[src/rtl/router_sync_if.sv]
// router_sync_if
//   Bundles the router FSM handshake and the three FIFO-side flag groups
//   that router_sync sits between.
//   master : the environment (router FSM plus output FIFOs / read side)
//   slave  : router_sync itself
//   FSM side   : detect_add, data_in[1:0], write_enb_reg -> write_enb[2:0], fifo_full
//   FIFO side  : read_enb_*, empty_*, full_* -> vld_out_*, soft_reset_*
interface router_sync_if;
  logic       detect_add;
  logic [1:0] data_in;
  logic       write_enb_reg;
  logic       read_enb_0, read_enb_1, read_enb_2;
  logic       empty_0, empty_1, empty_2;
  logic       full_0, full_1, full_2;
  logic [2:0] write_enb;
  logic       fifo_full;
  logic       vld_out_0, vld_out_1, vld_out_2;
  logic       soft_reset_0, soft_reset_1, soft_reset_2;

  modport master (
    output detect_add, data_in, write_enb_reg,
    output read_enb_0, read_enb_1, read_enb_2,
    output empty_0, empty_1, empty_2,
    output full_0, full_1, full_2,
    input  write_enb, fifo_full,
    input  vld_out_0, vld_out_1, vld_out_2,
    input  soft_reset_0, soft_reset_1, soft_reset_2
  );

  modport slave (
    input  detect_add, data_in, write_enb_reg,
    input  read_enb_0, read_enb_1, read_enb_2,
    input  empty_0, empty_1, empty_2,
    input  full_0, full_1, full_2,
    output write_enb, fifo_full,
    output vld_out_0, vld_out_1, vld_out_2,
    output soft_reset_0, soft_reset_1, soft_reset_2
  );
endinterface

[src/rtl/router_sync.sv]
// router_sync
//   Address/flow synchroniser between the 1x3 router FSM and its three
//   output FIFOs. Latches the header address during address decode, steers
//   the single FSM write enable to the addressed FIFO, returns that FIFO's
//   full flag, exposes per-port valid, and runs one watchdog per port that
//   soft-resets a FIFO whose data sits unread for TIMEOUT cycles.
//   Ports:
//     clock  : system clock, all state on rising edge
//     resetn : synchronous active-low reset
//     bus    : router_sync_if.slave (FSM handshake + FIFO flags)
//   Parameters:
//     TIMEOUT : consecutive unread-valid edges before a soft reset (2..2**CNT_W)
//     CNT_W   : watchdog counter width
module router_sync #(
  parameter int TIMEOUT = 30,
  parameter int CNT_W   = 5
) (
  input  logic          clock,
  input  logic          resetn,
  router_sync_if.slave  bus
);

  localparam logic [CNT_W-1:0] CNT_TC = CNT_W'(TIMEOUT - 1);

  logic [1:0]       addr_reg;
  logic [CNT_W-1:0] cnt [3];
  logic [2:0]       soft_reset;
  logic [2:0]       empty, full, rd, vld;
  logic [2:0]       write_enb_c;
  logic             fifo_full_c;

  assign empty = {bus.empty_2, bus.empty_1, bus.empty_0};
  assign full  = {bus.full_2, bus.full_1, bus.full_0};
  assign rd    = {bus.read_enb_2, bus.read_enb_1, bus.read_enb_0};
  assign vld   = ~empty;

  always_ff @(posedge clock) begin
    if (!resetn) begin
      addr_reg   <= 2'b00;
      soft_reset <= 3'b000;
      for (int i = 0; i < 3; i++) cnt[i] <= '0;
    end else begin
      if (bus.detect_add) addr_reg <= bus.data_in;
      for (int i = 0; i < 3; i++) begin
        // a pop, or an empty FIFO, breaks the unread run
        if (vld[i] && !rd[i]) begin
          if (cnt[i] == CNT_TC) begin
            cnt[i]        <= '0;
            soft_reset[i] <= 1'b1;
          end else begin
            cnt[i]        <= cnt[i] + 1'b1;
            soft_reset[i] <= 1'b0;
          end
        end else begin
          cnt[i]        <= '0;
          soft_reset[i] <= 1'b0;
        end
      end
    end
  end

  // addr_reg=3 is an invalid destination: no write, no back-pressure
  always_comb begin
    write_enb_c = 3'b000;
    fifo_full_c = 1'b0;
    case (addr_reg)
      2'd0: begin write_enb_c[0] = bus.write_enb_reg; fifo_full_c = full[0]; end
      2'd1: begin write_enb_c[1] = bus.write_enb_reg; fifo_full_c = full[1]; end
      2'd2: begin write_enb_c[2] = bus.write_enb_reg; fifo_full_c = full[2]; end
      default: ;
    endcase
  end

  assign bus.write_enb    = write_enb_c;
  assign bus.fifo_full    = fifo_full_c;
  assign bus.vld_out_0    = vld[0];
  assign bus.vld_out_1    = vld[1];
  assign bus.vld_out_2    = vld[2];
  assign bus.soft_reset_0 = soft_reset[0];
  assign bus.soft_reset_1 = soft_reset[1];
  assign bus.soft_reset_2 = soft_reset[2];

endmodule
[src/flat_wrapper.sv]
// flat-port wrapper written by rule: the top's interface ports become plain ports
module router_sync_flat 
#(
  parameter int TIMEOUT = 30,
  parameter int CNT_W   = 5
)
  (clock, resetn, bus_detect_add, bus_data_in, bus_write_enb_reg, bus_read_enb_0, bus_read_enb_1, bus_read_enb_2, bus_empty_0, bus_empty_1, bus_empty_2, bus_full_0, bus_full_1, bus_full_2, bus_write_enb, bus_fifo_full, bus_vld_out_0, bus_vld_out_1, bus_vld_out_2, bus_soft_reset_0, bus_soft_reset_1, bus_soft_reset_2);
  router_sync_if bus_i ();
  input  logic clock;
  input  logic resetn;
  input wire logic [$bits(bus_i.detect_add)-1:0] bus_detect_add;
  input wire logic [$bits(bus_i.data_in)-1:0] bus_data_in;
  input wire logic [$bits(bus_i.write_enb_reg)-1:0] bus_write_enb_reg;
  input wire logic [$bits(bus_i.read_enb_0)-1:0] bus_read_enb_0;
  input wire logic [$bits(bus_i.read_enb_1)-1:0] bus_read_enb_1;
  input wire logic [$bits(bus_i.read_enb_2)-1:0] bus_read_enb_2;
  input wire logic [$bits(bus_i.empty_0)-1:0] bus_empty_0;
  input wire logic [$bits(bus_i.empty_1)-1:0] bus_empty_1;
  input wire logic [$bits(bus_i.empty_2)-1:0] bus_empty_2;
  input wire logic [$bits(bus_i.full_0)-1:0] bus_full_0;
  input wire logic [$bits(bus_i.full_1)-1:0] bus_full_1;
  input wire logic [$bits(bus_i.full_2)-1:0] bus_full_2;
  output wire logic [$bits(bus_i.write_enb)-1:0] bus_write_enb;
  output wire logic [$bits(bus_i.fifo_full)-1:0] bus_fifo_full;
  output wire logic [$bits(bus_i.vld_out_0)-1:0] bus_vld_out_0;
  output wire logic [$bits(bus_i.vld_out_1)-1:0] bus_vld_out_1;
  output wire logic [$bits(bus_i.vld_out_2)-1:0] bus_vld_out_2;
  output wire logic [$bits(bus_i.soft_reset_0)-1:0] bus_soft_reset_0;
  output wire logic [$bits(bus_i.soft_reset_1)-1:0] bus_soft_reset_1;
  output wire logic [$bits(bus_i.soft_reset_2)-1:0] bus_soft_reset_2;
  assign bus_i.detect_add = bus_detect_add;
  assign bus_i.data_in = bus_data_in;
  assign bus_i.write_enb_reg = bus_write_enb_reg;
  assign bus_i.read_enb_0 = bus_read_enb_0;
  assign bus_i.read_enb_1 = bus_read_enb_1;
  assign bus_i.read_enb_2 = bus_read_enb_2;
  assign bus_i.empty_0 = bus_empty_0;
  assign bus_i.empty_1 = bus_empty_1;
  assign bus_i.empty_2 = bus_empty_2;
  assign bus_i.full_0 = bus_full_0;
  assign bus_i.full_1 = bus_full_1;
  assign bus_i.full_2 = bus_full_2;
  assign bus_write_enb = bus_i.write_enb;
  assign bus_fifo_full = bus_i.fifo_full;
  assign bus_vld_out_0 = bus_i.vld_out_0;
  assign bus_vld_out_1 = bus_i.vld_out_1;
  assign bus_vld_out_2 = bus_i.vld_out_2;
  assign bus_soft_reset_0 = bus_i.soft_reset_0;
  assign bus_soft_reset_1 = bus_i.soft_reset_1;
  assign bus_soft_reset_2 = bus_i.soft_reset_2;
  router_sync #(.TIMEOUT(TIMEOUT), .CNT_W(CNT_W)) u_core (.clock(clock), .resetn(resetn), .bus(bus_i));
endmodule
[config.mk]
export PLATFORM = sky130hd
export DESIGN_NAME = router_sync_flat
export DESIGN_NICKNAME = d
export VERILOG_FILES = /design/src/rtl/router_sync_if.sv /design/src/rtl/router_sync.sv /design/src/flat_wrapper.sv
export SDC_FILE = /design/constraint.sdc
export NUM_CORES = 1
export LEC_CHECK = 0
export ABC_AREA = 1
export BUFFER_PORTS_ARGS = -buffer_cell sky130_fd_sc_hd__buf_2
export CAP_MARGIN = 20
export CORE_MARGIN = 2
export CORE_UTILIZATION = 33
export DETAILED_ROUTE_END_ITERATION = 8
export HOLD_SLACK_MARGIN = 0.1
export RECOVER_POWER = 25
export SKIP_LAST_GASP = 1
export SYNTH_ARGS = -nofsm -noshare
export SYNTH_HDL_FRONTEND = slang
export SYNTH_SLANG_ARGS = --single-unit
[constraint.sdc]
create_clock -name clock -period 1.55 [get_ports clock]
set_input_delay 0.3875 -clock clock [delete_from_list [all_inputs] [get_ports clock]]
set_output_delay 0.3875 -clock clock [all_outputs]
set_load 0.01 [all_outputs]
# == After elaboration in Yosys (flattened, before gate mapping) ==
# Memories as Yosys holds them, arrays and structs flattened.
# Cells that the tools add are included.
# word_totals
reg_bits,5
latchBits,0
ramBits,15
romBits,0
out_inout_bits,10
word_cells,75
memories,1
# memory_table
memory,depth,word_bits,read_ports,rd_clocked_by_memory_dff,write_ports,line,text
u_core.cnt,3,5,3,0,3,router_sync.sv:26,logic [CNT_W-1:0] cnt [3];
# classes
n_addsub,3
multipliers,0
div,0
magnitude_cmp,0
n_eq_ne,5
shift,0
n_mux,47
bitwise,10
n_reduce_logical,7
# op_table
op,count
2-to-1 mux 5 bit,9
2-to-1 mux 1 bit,37
adder 5 x 1 -> 5 bit (second input constant),3
== test 5 bit (second input constant),3
bitwise OR 1 bit,9
logical AND 1 bit,3
logical NOT 1 bit,3
inverter 3 bit,1
one-hot mux 1 bit (3 select lines),1
== test 2 x 1 -> 1 bit (second input constant),1
== test 2 bit (second input constant),1
logical NOT 2 bit,1

# == Longest topological paths before layout ==
# Gate-level depths: netlist (run 1).
# depth
ltp_word,8
mapped_depth,7
ltp_nobuf,7

# == Least setup slack after synthesis (run 1) ==
# OpenSTA, ideal clock, no wires.
# synth_timing
path_type,reg-to-reg
from,memory u_core.cnt[0][1]
to,memory u_core.cnt[0][0] (data pin)
arrival_time_ns,0.899
required_ns,1.293
setup_slack_ns,0.394
path_stages_with_launch,8
path_buffers,0
synth_period_minus_slack_ns,1.156
path_cell_list,edfxtp_1 > inv_1 > ha_1 > nand2_1 > nor2_4 > inv_2 > nand2_2 > nor2_1
# synth_rtl
item,line
"start, declared",router_sync.sv:26

# == Final worst setup path (run 1) ==
# layout_timing
from,register u_core.addr_reg[1]
to,output port bus_write_enb[2]
# layout_between
elab_chain_cells,2
# layout_lines
item,line,text
"start, declared",router_sync.sv:25,logic [1:0] addr_reg;
"start signal, assigned",router_sync.sv:43,if (bus.detect_add) addr_reg <= bus.data_in;
== test 2 bit,router_sync.sv:66,case (addr_reg)
2-to-1 mux 1 bit,router_sync.sv:66,
"end, declared",flat_wrapper.sv:23,output wire logic [$bits(bus_i.write_enb)-1:0] bus_write_enb;
# Every way passes these cells.

==> out/summary.md, run 1 <==
### Status
* **status** complete, no violations

### Critical path
* **worst path required time** 1.16 ns
* **RR Endpoint** u_core.cnt[2][0]
* **r2r startpoint** u_core.cnt[2][1]
* **nature of the critical path endpoint** output pin
* **Critical Path Start Type** register
* **Crit. Startpoint** u_core.addr_reg[1]
* **worst-path maximum fanout** 4
* **classification of the worst setup path** register to output pin
* **internal reg-to-reg setup slack** 0.29 ns
* **worst path arrival time** 1.06 ns
* **termination of the worst setup path** bus_write_enb[2]
* **Register-to-Register Path Depth** 7

### Layout
* **layout net count** 187
* **combined area of the multi-input logic cells** 484.2 sq um
* **register cell area after layout** 553.0 sq um
* **number of fillers in the final layout** 314
* **flip-flop count of the largest register, all copies and words added** 15
* **layout cells sized above 1** 21.82%
* **Area Growth Syn to Fin** 24.50%
* **# diodes** 0

### Die
* **starting utilization of the core area** 34.84%
* **CORE AREA** 0.003078 sq mm
* **die span in x** 61 um
* **standard-cell row count** 20
* **die span in y** 61 um
* **die area** 0.003721 sq mm
* **I/O pin count** 25

### STA
* **Min Hold Slack** 0.2461 ns
* **minimum setup slack in the final design** 0.1059 ns
* **highest clock rate** 0.6925 GHz
* **final setup vio count** 0
* **number of hold violations in the final report** 0
* **period utilization** 93.17%
* **total negative slack for setup checks** 0 ns
* **number of max-slew violations in the final report** 0
* **Max Clock Skew** 0.001331 ns
* **setup repair after global routing missed its margin** no
* **shortest period the worst path allows** 1.444 ns

### Power
* **peak ir drop on the vdd network** 0.0003228 V
* **leakage power of the design** 0.6477 nW
* **power per cell area** 786.6 mW/mm^2

### Drt
* **Residual DRC** 0
* **wirelength, routed** 1826 um
* **Initial DRT Pass Iterations** 4
* **routed wire length per instance** 8.737 um
* **post-route antenna net violation count** 0
* **via density per instance** 4.158
* **starting DRC count in detailed routing** 35
* **number of vias in the routed layout** 869

### Logic synthesis
* **post-synthesis share of cell area spent on and, or, nand and nor gates** 28.59%
* **Syn. warnings** 0
* **largest family of logic cells by synthesized area** simple AND/OR/NAND/NOR gates
* **flop and latch count out of synthesis** 20
* **Avg Cell Area, Syn** 8.718 sq um
* **area fraction in compound gates after synthesis** 1.867%
* **number of library cell types mapped by synthesis** 16
* **Post-Synthesis Cells** 123
* **adder and majority gate portion of the synthesized area** 7.001%
* **Cell Area, Synth** 0.001072 sq mm
* **fraction of synthesized area in multiplexers** 0%
* **XOR/XNOR Fraction of Synth Area** 2.450%
* **post-synthesis sequential area ratio** 51.34%

### Global routing
* **global routing usage summed across all routing layers** 11.64%
* **number of global-route vias before repair** 792
* **global-route wire length before repair** 3098 um
* **pin count of the biggest net entering global routing** 12
* **gr ovfl total** 0
* **initial antenna violation count** 0

### Clocking
* **clock slew at the register clock pins of the worst setup and hold paths** 0.12 ns
* **clock buffer count from CTS** 3
* **Setup Fix Bufs, Post-CTS** 0
* **TritonCTS clock tree** yes
* **CTS H-Tree Depth** 1
* **maximum number of buffers from clock root to sink** 2
* **sinks on the clock net** 20
* **clock latency of the later-clocked register in the worst-skew pair** 0.30 ns
* **cell chosen for the clock root** sky130_fd_sc_hd__clkbuf_4

### Placed design
* **Port Buf Inserts** 24
* **post-DP HPWL** 1483 um
* **Placer Congestion** 0.7332
* **Place WS** 0.2956 ns

### Run
* **max-capacitance violation count** 0

### Hold path
* **class of the most critical hold timing path** input port to register

worst min path at each step:
| stage | from | end | slack [ns] | cells past startpoint |
|---|---|---|---|---|
| floorplan | bus_read_enb_1 | u_core.soft_reset[1] | 0.47 | 1 |
| global placement | u_core.addr_reg[0] | u_core.addr_reg[0] | 0.55 | 2 |
| detailed placement | u_core.addr_reg[1] | u_core.addr_reg[1] | 0.57 | 2 |
| CTS | bus_read_enb_1 | u_core.soft_reset[1] | 0.24 | 2 |
| global route | bus_read_enb_1 | u_core.soft_reset[1] | 0.23 | 2 |
| finish | bus_read_enb_1 | u_core.soft_reset[1] | 0.25 | 2 |
power breakdown:
| part | leakage (nW) | internal (W) | total, W | switching [W] |
|---|---|---|---|---|
| Combinational | 0.431 | 0.0000471 | 0.000109 | 0.0000618 |
| Clock | 0.0210 | 0.000143 | 0.000313 | 0.000170 |
| Sequential | 0.196 | 0.000601 | 0.000628 | 0.0000277 |
| Total | 0.648 | 0.000791 | 0.00105 | 0.000259 |
cell type report:
type | instances | area share (%)
flip-flops and latches | 20 | 41.42
multi-input cells | 93 | 36.27
clock buffers | 4 | 2.718
repair buffers | 24 | 8.716
well taps | 44 | 4.124
inverters | 24 | 6.748
critical path, cell delays in order (launching register included):
cell	delay [ns]
sky130_fd_sc_hd__dfxtp_2	0.38
sky130_fd_sc_hd__inv_2	0.06
sky130_fd_sc_hd__nor3_1	0.16
sky130_fd_sc_hd__buf_2	0.15
layout by cell type, fill, tap and decap left out, types with 4 or more instances in the layout:
| cell | count |
|---|---|
| sky130_fd_sc_hd__edfxtp_1 | 15 |
| sky130_fd_sc_hd__nand2_1 | 18 |
| sky130_fd_sc_hd__nor3_1 | 4 |
| sky130_fd_sc_hd__inv_1 | 21 |
| sky130_fd_sc_hd__buf_2 | 21 |
| sky130_fd_sc_hd__ha_1 | 6 |
| sky130_fd_sc_hd__nand2_2 | 4 |
| sky130_fd_sc_hd__nor2_1 | 18 |
| sky130_fd_sc_hd__nand4_1 | 7 |
| sky130_fd_sc_hd__conb_1 | 15 |
| sky130_fd_sc_hd__nand3_1 | 12 |
cells in the mapped netlist:
library cell                n  area share, %
sky130_fd_sc_hd__nor2_4     2            2.1
sky130_fd_sc_hd__nand4_1    7            4.1
sky130_fd_sc_hd__edfxtp_1  15             42
sky130_fd_sc_hd__nor3_1     4            1.9
sky130_fd_sc_hd__nand2_1   18            6.3
sky130_fd_sc_hd__nor2_1    18            6.3
sky130_fd_sc_hd__inv_2      2           0.70
sky130_fd_sc_hd__o21ai_0    2           0.93
sky130_fd_sc_hd__conb_1     1           0.35
sky130_fd_sc_hd__xnor2_1    3            2.5
sky130_fd_sc_hd__ha_1       6            7.0
sky130_fd_sc_hd__a21oi_1    2           0.93
sky130_fd_sc_hd__dfxtp_1    5            9.3
sky130_fd_sc_hd__nand2_2    4            2.3
sky130_fd_sc_hd__inv_1     22            7.7
sky130_fd_sc_hd__nand3_1   12            5.6
through the flow:
stage / cell area (sq um) / std cells / total power (W) / util (%)
global placement: 1300 / 205 / 0.0007448 / 42.24
global route: 1335 / 209 / 0.001095 / 43.37
detailed placement: 1300 / 205 / 0.0007499 / 42.24
CTS: 1336 / 209 / 0.001060 / 43.41
finish: 1335 / 209 / 0.001050 / 43.37
floorplan: 1125 / 137 / 0.0007031 / -
timing repair:
item	4_1_cts	5_1_grt
hold endpoints to repair	0	0
endpoints found under the setup margin	0	3
gates resized for setup	0	4
hold buffers	0	0
layer usage:
layer	track usage, %	wire, um
met5	0	0
met4	6.832	39
met3	2.559	90
met2	21.20	894
met1	12.15	802
kinds of logic after synthesis:
| logic type | Yosys count |
|---|---|
| AO/OA/AOI/OAI | 4 |
| XOR/XNOR | 3 |
| adder cells (fa/ha/maj) | 6 |
| buffers and inverters | 24 |
| flip-flops | 20 |
| other | 1 |
| AND/OR/NAND/NOR | 65 |
(Power assumes the default switching activity.)
==> run 2: changes to the inputs <==
--- a/config.mk
+++ b/config.mk
@@ -13,6 +13,7 @@
 export DETAILED_ROUTE_END_ITERATION = 8
 export HOLD_SLACK_MARGIN = 0.1
 export RECOVER_POWER = 25
+export SETUP_SLACK_MARGIN = 0.4
 export SKIP_LAST_GASP = 1
 export SYNTH_ARGS = -nofsm -noshare
 export SYNTH_HDL_FRONTEND = slang
==> run 2 against run 1 <==
Register-to-register slack better by 0.02 ns. Maximum frequency up 2.3%. Combinational power up 47%. Clock skew up 0.0020 ns. Clock power down 17%. Routed wire length up 19%. Utilization up 7.0 points. Flip-flop and latch count unchanged. Hold slack better by 0.0024 ns. Die area unchanged.
==> out/summary.md, run 2 (synthesis results as in run 1) <==
### Critical path
* **slowest cell on the critical path** sky130_fd_sc_hd__dfxtp_4
* **crit-path max cell delay** 0.40 ns, +0.02 ns
* **Critical Path Start Type** register
* **worst path required time** 1.16 ns, about the same
* **Crit path buffers/inverters** 2, unchanged
* **critical-path cell list** inv_4 > nor3_1 > buf_2
* **classification of the worst setup path** register to output pin
* **worst path arrival time** 1.02 ns, -0.04 ns
* **nature of the critical path endpoint** output pin
* **worst-path maximum fanout** 4, unchanged
* **family with the most delay on the worst path** flip-flops

### Layout
* **# diodes** 0, unchanged
* **highest-count cells in the layout ignoring fill and taps** sky130_fd_sc_hd__inv_1 (20), sky130_fd_sc_hd__buf_2 (18), sky130_fd_sc_hd__nand2_1 (15), sky130_fd_sc_hd__edfxtp_1 (15), sky130_fd_sc_hd__conb_1 (15)
* **flip-flop count of the largest register, all copies and words added** 15, unchanged
* **Util after Layout** 50.37%, +7.0 points
* **Area Growth Syn to Fin** 44.57%
* **layout cells sized above 1** 39.55%, +18 points
* **layout net count** 199, +6.4%
* **post-route cell area** 0.001550 sq mm, +16%
* **most common cell after layout, fill and taps aside** sky130_fd_sc_hd__inv_1

### STA
* **highest clock rate** 0.7084 GHz, +2.3%
* **shortest period the worst path allows** 1.412 ns, -0.03244 ns
* **period utilization** 91.08%, -2.1 points
* **Max Clock Skew** 0.003294 ns, +0.001963 ns
* **number of hold violations in the final report** 0, unchanged
* **final setup vio count** 0, unchanged
* **setup repair after global routing missed its margin** yes
* **total negative slack for setup checks** 0 ns, unchanged
* **minimum setup slack in the final design** 0.1383 ns, +0.03244 ns
* **number of max-slew violations in the final report** 0, unchanged

### Status
* **status** complete, no violations

### Global routing
* **global-route wire length before repair** 3601 um, +16%
* **global routing usage summed across all routing layers** 13.18%, +1.5 points
* **fraction of met3 tracks used by global routing** 1.919%, -0.64 points
* **pin count of the biggest net entering global routing** 12, unchanged
* **gr ovfl total** 0, unchanged
* **number of global-route vias before repair** 898, +13%
* **highest-utilization routing layer at the global route stage** met2
* **GR Util met2** 25.35%, +4.1 points
* **initial antenna violation count** 0, unchanged
* **global-route met1 utilization** 13.76%, +1.6 points

### Drt
* **Initial DRT Pass Iterations** 4, unchanged
* **wirelength, routed** 2164 um, +19%
* **via density per instance** 4.290, +3.2%
* **number of vias in the routed layout** 948, +9.1%
* **starting DRC count in detailed routing** 42, +20%
* **post-route antenna net violation count** 0, unchanged
* **Residual DRC** 0, unchanged
* **routed wire length per instance** 9.792 um, +12%

### Clocking
* **CTS H-Tree Depth** 1, unchanged
* **clock slew at the register clock pins of the worst setup and hold paths** 0.11 ns, about the same
* **clock buffer count from CTS** 3, unchanged
* **CTS Hold Buffers Added** 0, unchanged
* **maximum number of buffers from clock root to sink** 2, unchanged
* **cell chosen for the clock root** sky130_fd_sc_hd__clkbuf_4
* **clock latency of the later-clocked register in the worst-skew pair** 0.30 ns, about the same
* **sinks on the clock net** 20, unchanged
* **TritonCTS clock tree** yes

### Run
* **max-capacitance violation count** 0, unchanged

### Hold path
* **class of the most critical hold timing path** input port to register

### Power
* **share of power burned in registers** 59.8%, about the same
* **relative contribution of the clock network to total power** 24.9%, -4.9 points
* **power per cell area** 677.3 mW/mm^2, -14%
* **leakage power of the design** 0.7207 nW, +11%
* **switching power** 0.0002740 W, +5.7%
* **Switching Fraction** 26.09%, +1.4 points
* **peak ir drop on the vdd network** 0.0003551 V, +10%
* **P_int** 0.0007760 W, -1.9%
* **Logic pwr share** 15.3%, +4.9 points

### Die
* **I/O pin count** 25, unchanged
* **CORE AREA** 0.003078 sq mm, unchanged
* **die area** 0.003721 sq mm, unchanged
* **starting utilization of the core area** 34.84%, unchanged
* **standard-cell row count** 20, unchanged
* **die span in x** 61 um, unchanged
* **die span in y** 61 um, unchanged

### Placed design
* **Port Buf Inserts** 24, unchanged
* **Place WS** 0.2937 ns, -0.001926 ns
* **post-DP HPWL** 1528 um, +3.0%
* **Placer Congestion** 0.7786, +6.2%
* **placement-stage cell area** 0.001305 sq mm, +0.38%

## run 2: layout make-up
class	instances	area (sq um)
fill	308	1528
multi-input combinational	93	584.3
sequential	20	560.5
timing repair buffer	36	229.0
inverter	24	95.09
tap	44	55.05
clock buffer	4	26.28
## run 2: final timing paths
check	from	endpoint	slack, ns	cells after the start
worst max-delay path	u_core.addr_reg[1]	bus_write_enb[2]	0.14	3
worst min-delay path	bus_read_enb_1	u_core.soft_reset[1]	0.25	2
worst max register to register	u_core.cnt[2][1]	u_core.cnt[2][2]	0.31	7
worst min register to register	u_core.addr_reg[1]	u_core.addr_reg[1]	0.54	2
## run 2: what timing repair did
| item | 4_1_cts | 5_1_grt |
|---|---|---|
| setup endpoints to repair | 21 | 24 |
| pin swaps | 4 | 2 |
| setup buffers | 10 | 2 |
| resized for setup | 14 | 25 |
| gates cloned | 0 | 0 |
## run 2: power by group through the flow
stage	Clock [W]	Sequential [W]	Combinational [W]
2_1_floorplan	0	0.000633	0.0000717
3_3_place_gp	0	0.000638	0.000109
3_5_place_dp	0	0.000639	0.000113
4_1_cts	0.000276	0.000626	0.000136
5_1_grt	0.000297	0.000632	0.000182
6_report	0.000261	0.000628	0.000160
## run 2: metal layers
layer,routed length [um],vias to the layer above
li1,-,490
met1,882,443
met2,1188,9
met3,38,6
met4,53,0
met5,0,-
## run 2: through the flow
step,hold slack (ns),total power (W),instances
3_3_place_gp,0.5415,0.0007467,205
5_1_grt,0.2244,0.001111,221
3_5_place_dp,0.5558,0.0007522,205
2_1_floorplan,0.4665,0.0007046,137
6_report,0.2485,0.001050,221
4_1_cts,0.2431,0.001039,219
